**config.mk**
```make
export PLATFORM = sky130hd
export DESIGN_NAME = ex_div
export DESIGN_NICKNAME = d
export VERILOG_FILES = /design/src/rtl/ex_div_pkg.sv /design/src/rtl/ex_div.sv
export SDC_FILE = /design/constraint.sdc
export NUM_CORES = 1
export LEC_CHECK = 0
export BUFFER_PORTS_ARGS = -buffer_cell sky130_fd_sc_hd__buf_2
export CAP_MARGIN = 20
export CORE_MARGIN = 8
export CORE_UTILIZATION = 58
export CTS_CLUSTER_SIZE = 28
export DETAILED_ROUTE_END_ITERATION = 7
export HOLD_SLACK_MARGIN = 0.05
export PLACE_DENSITY = 0.8
export SLEW_MARGIN = 5
export SYNTH_ARGS = -nofsm -noshare
export SYNTH_HDL_FRONTEND = slang
export SYNTH_SLANG_ARGS = --single-unit
export TNS_END_PERCENT = 30
```
**constraint.sdc**
```tcl
create_clock -name clk -period 6.1 [get_ports clk]
set_input_delay 0.305 -clock clk [delete_from_list [all_inputs] [get_ports clk]]
set_output_delay 0.305 -clock clk [all_outputs]
set_load 0.01 [all_outputs]
```
**src/rtl/ex_div_pkg.sv**
```systemverilog
// ex_div_pkg: shared divider constants (FSM encodings, handshake levels).
package ex_div_pkg;
    typedef enum logic [1:0] {
        DivFree   = 2'b00,
        DivByZero = 2'b01,
        DivOn     = 2'b10,
        DivEnd    = 2'b11
    } div_state_e;
    localparam logic DivResultReady    = 1'b1;
    localparam logic DivResultNotReady = 1'b0;
    localparam logic DivStart          = 1'b1;
    localparam logic DivStop           = 1'b0;
    localparam logic [5:0] DivSteps    = 6'd32;
endpackage

```
**src/rtl/ex_div.sv**
```systemverilog
// ex_div: 32-bit multi-cycle restoring divider (DIV/DIVU) for the EX stage.
// Result is {remainder, quotient}; operands are latched as magnitudes plus signs.
module ex_div
    import ex_div_pkg::*;
(
    input  logic        clk,
    input  logic        rst,
    input  logic        signed_div_i,
    input  logic [31:0] opdata1_i,
    input  logic [31:0] opdata2_i,
    input  logic        start_i,
    input  logic        annul_i,
    output logic [63:0] result_o,
    output logic        ready_o,
    output logic        busy_o
);
    div_state_e  state, state_n;
    logic [5:0]  cnt, cnt_n;
    logic [64:0] pr, pr_n;
    logic [31:0] dvsr, dvsr_n;
    logic        neg_a, neg_a_n, neg_b, neg_b_n;
    logic [63:0] result_n;
    logic [64:0] sh;
    logic [32:0] diff;
    logic [31:0] a_abs, b_abs, quo, rem;
    logic        go;

    assign a_abs = (signed_div_i && opdata1_i[31]) ? -opdata1_i : opdata1_i;
    assign b_abs = (signed_div_i && opdata2_i[31]) ? -opdata2_i : opdata2_i;
    // pr = {partial remainder[64:32], dividend shifting out / quotient shifting in[31:0]}
    assign sh   = {pr[63:0], 1'b0};
    assign diff = sh[64:32] - {1'b0, dvsr};
    assign quo  = (neg_a ^ neg_b) ? -pr[31:0] : pr[31:0];
    assign rem  = neg_a ? -pr[63:32] : pr[63:32];
    assign go   = (start_i == DivStart) && !annul_i;

    assign ready_o = (state == DivEnd) ? DivResultReady : DivResultNotReady;
    assign busy_o  = (state == DivByZero) || (state == DivOn);

    always_comb begin
        state_n  = state;
        cnt_n    = cnt;
        pr_n     = pr;
        dvsr_n   = dvsr;
        neg_a_n  = neg_a;
        neg_b_n  = neg_b;
        result_n = result_o;
        case (state)
            DivFree: begin
                if (go && opdata2_i == '0) begin
                    state_n = DivByZero;
                end else if (go) begin
                    state_n = DivOn;
                    cnt_n   = '0;
                    pr_n    = {33'd0, a_abs};
                    dvsr_n  = b_abs;
                    neg_a_n = signed_div_i & opdata1_i[31];
                    neg_b_n = signed_div_i & opdata2_i[31];
                end
            end
            DivByZero: begin
                state_n  = annul_i ? DivFree : DivEnd;
                result_n = '0;
            end
            DivOn: begin
                if (annul_i) begin
                    state_n  = DivFree;
                    cnt_n    = '0;
                    result_n = '0;
                end else if (cnt == DivSteps) begin
                    state_n  = DivEnd;
                    cnt_n    = '0;
                    result_n = {rem, quo};
                end else begin
                    // diff[32] set means the shifted remainder is below the divisor
                    pr_n  = diff[32] ? sh : {diff, sh[31:1], 1'b1};
                    cnt_n = cnt + 6'd1;
                end
            end
            default: begin
                if (start_i == DivStop) begin
                    state_n  = DivFree;
                    result_n = '0;
                end
            end
        endcase
    end

    always_ff @(posedge clk or posedge rst) begin
        if (rst) begin
            state    <= DivFree;
            cnt      <= '0;
            pr       <= '0;
            dvsr     <= '0;
            neg_a    <= 1'b0;
            neg_b    <= 1'b0;
            result_o <= '0;
        end else begin
            state    <= state_n;
            cnt      <= cnt_n;
            pr       <= pr_n;
            dvsr     <= dvsr_n;
            neg_a    <= neg_a_n;
            neg_b    <= neg_b_n;
            result_o <= result_n;
        end
    end
endmodule

```
==> impl_metrics.csv <==
group,metric,value,unit
route,vias,10200,
global_route,grt_pass1_vias,9760,
sta,worst_slew_pin_slew,1030,ps
clock_tree,numCtsBuffers,17,
global_route,grt_antenna_before_repair,0,
sta,finalSetupViolCount,0,
clock_tree,insertion_delay,440,ps
route,avgViaCountPerCell,5.85,
clock_tree,htreeDepth,4,
floorplan,start_util,58.4,%
yosys,synthFlopType,"dfrtp_1",
yosys,synth_area_leaders,"dfrtp_1, o21ai_0, nand2_1",
sta,tns,0,ps
global_route,grt_pass1_wl,48900,um
route,drc,0,
yosys,synth_edf_count,0,
worst_setup_path,critPathKind,"flip-flop to flip-flop",
floorplan,die_area,24100,sq um
placed_design,placedCellCount,1702,
pwr,power.leakage,5.97,nW
sta,finalCriticalPeriod,3890,ps
floorplan,rows,51,
worst_setup_path,path_max_fanout,22,
clock_tree,cts_sinks,170,
floorplan,die_y,155,um
yosys,synth_xor_area_share,11.2,%
global_route,grt_max_degree,92,
yosys,syn_area_per_cell,8.26,sq um
final_layout,final_cells,1737,
clock_tree,cts_hold_buffers,0,
worst_setup_path,crit_arrival,4190,ps
pwr,vdd_ir_drop_max,0.327,mV
yosys,yosys_register_bits,170,
floorplan,design.core.area,19300,sq um
route,drt_iter0_drc,914,
worst_setup_path,crit_path_start_kind,"flip-flop",
global_route,grt_usage,24.7,%
sta,holdWs,40.3,ps
yosys,muxShareOfSynthArea,2.58,%
worst_setup_path,cp-end-kind,"flip-flop",
yosys,synth_commonest_cells,"nand2_1, o21ai_0, dfrtp_1",
yosys,synth_top_cell_area_share,37.8,%
route,wl_per_cell,17.0,um
job,maxCapViolations,0,
clock_tree,clockRootBuffer,"clkbuf_16",
placed_design,portBuffers,134,
placed_design,gp_congestion,0.919,
yosys,synthArstFlopShare,100,%
sta,maxSlewHeadroom,31.0,%
route,ant_nets,0,
final_layout,area_delta_synth_final,13.5,%
yosys,yosys_warnings,0,
outcome,status,"finished clean",
clock_tree,post_cts_buffers,0,
sta,fin_skew,6.82,ps
yosys,synth_compound_gate_area_share,21.8,%
placed_design,dpl.hpwl,22200,um
clock_tree,cts_tree,"yes",
yosys,synth-simple-area-share,17.4,%
route,firstDrtPassIters,8,
pwr,powerDensity,401,nW/um^2
yosys,yosysTopAreaCell,"dfrtp_1",
sta,finalHoldViolations,0,
floorplan,die_w,155,um
yosys,synth_cell_types,68,
yosys,synth_top_family_by_area,"compound AO/OA/AOI/OAI gates",
final_layout,antennaDiodeCount,0,
final_layout,final_nets,1571,
sta,final_max_slew_viol_count,0,
sta,max_freq,257,MHz
min_path,hold_class,"input pin to async pin",
clock_tree,clk_pin_slew,70,ps
yosys,yosysMostFrequentCell,"nand2_1",
yosys,yosysSeqAreaShare,37.8,%
worst_setup_path,worstPathRequired,6400,ps
floorplan,ioPinCount,135,
sta,min_period_over_period,63.8,%
yosys,synth_fa_ha_area_share,4.84,%
final_layout,drive_gt1_share,13.6,%
route,wirelength,29500,um
yosys,syn-cell-area,11300,sq um
clock_tree,cts_resized,0,
placed_design,place_ws,2190,ps
global_route,grt_overflow,0,
yosys,synth_fp_nets,1475,
yosys,syn_inst,1363,
sta,worst_slack,2210,ps
clock_tree,cts.path.max_buffers,2,
sta,rsz0062_at_grt,"no",
registers in the layout (all words and copies together), names as in the netlist:
register  cells
cnt           6
dvsr         32
neg_a         1
state         2
neg_b         1
pr           64
result_o     64
per-layer routing:
layer / vias up / global-route usage [%] / part of all wire [%]
met5: - / 0 / 0
li1: 4972 / - / -
met1: 4778 / 36.2 / 48
met2: 378 / 36.1 / 43
met3: 41 / 4.99 / 8.2
met4: 0 / 6.93 / 1.5
path summary, 6_finish.rpt:
path / startpoint / to / slack (ps) / depth (start not counted)
worst max-delay path: pr[31] / pr[39] / 2210 / 13
worst min register to register: result_o[20] / result_o[20] / 480 / 2
worst min-delay path: rst / result_o[61] / 40 / 2
min in group clk: annul_i / state[0] / 120 / 2
max in group asynchronous: rst / dvsr[13] / 4950 / 4
worst max register to register: pr[31] / pr[39] / 2210 / 13
report_power, final:
part           switching [mW]  internal (mW)  total, mW
Clock                   0.528          0.596       1.12
Sequential              0.289           1.42       1.71
Combinational            1.44          0.854       2.29
layout by cell type (no fill, tap or decap), drive strengths merged, types with 7 or more instances in the layout:
master and count:
o31ai 39, a21o 15, a31oi 11, o21ai 188, nand3 7, nor2b 7, xor2 77, or4 16
o211ai 7, nand4 7, nand2 209, mux2i 29, or3 12, o41ai 10, clkbuf 17, nor4 16
dfrtp 170, nor3 19, ha 42, nor2 93, buf 147, inv 69, a21oi 107, nand2b 14
xnor2 67
worst max-delay path: stages (launching register included):
cell and delay (ps):
dfrtp_1 360, inv_1 80, ha_1 220, fa_1 380, nand2b_1 190, a21oi_1 330, o211ai_1 150, o21a_1 150
a21bo_2 220, a31o_2 240, xnor2_2 580, buf_4 460, mux2i_1 240, o21ai_0 110
final cells by class:
type | count | area (sq um)
clock buffer | 17 | 425
sequential | 170 | 4250
inverter | 61 | 234
timing repair buffer | 147 | 808
tap | 265 | 332
multi-input combinational | 1062 | 6540
clock inverter | 15 | 198
fill | 1673 | 6480
stage by stage:
step / util, % / power, mW / cell area (sq um)
2_1_floorplan: - / 3.33 / 11300
3_3_place_gp: 62.8 / 3.90 / 12100
3_5_place_dp: 62.8 / 3.96 / 12100
4_1_cts: 66.0 / 5.09 / 12700
5_1_grt: 66.4 / 5.52 / 12800
6_report: 66.4 / 5.13 / 12800
cell families after synthesis:
family / after synthesis
AO/OA/AOI/OAI: 417
XOR/XNOR: 144
adder cells (fa/ha/maj): 43
buffers and inverters: 131
flip-flops: 170
multiplexers: 29
AND/OR/NAND/NOR: 429
No activity file was read; power rests on OpenSTA's default activity.
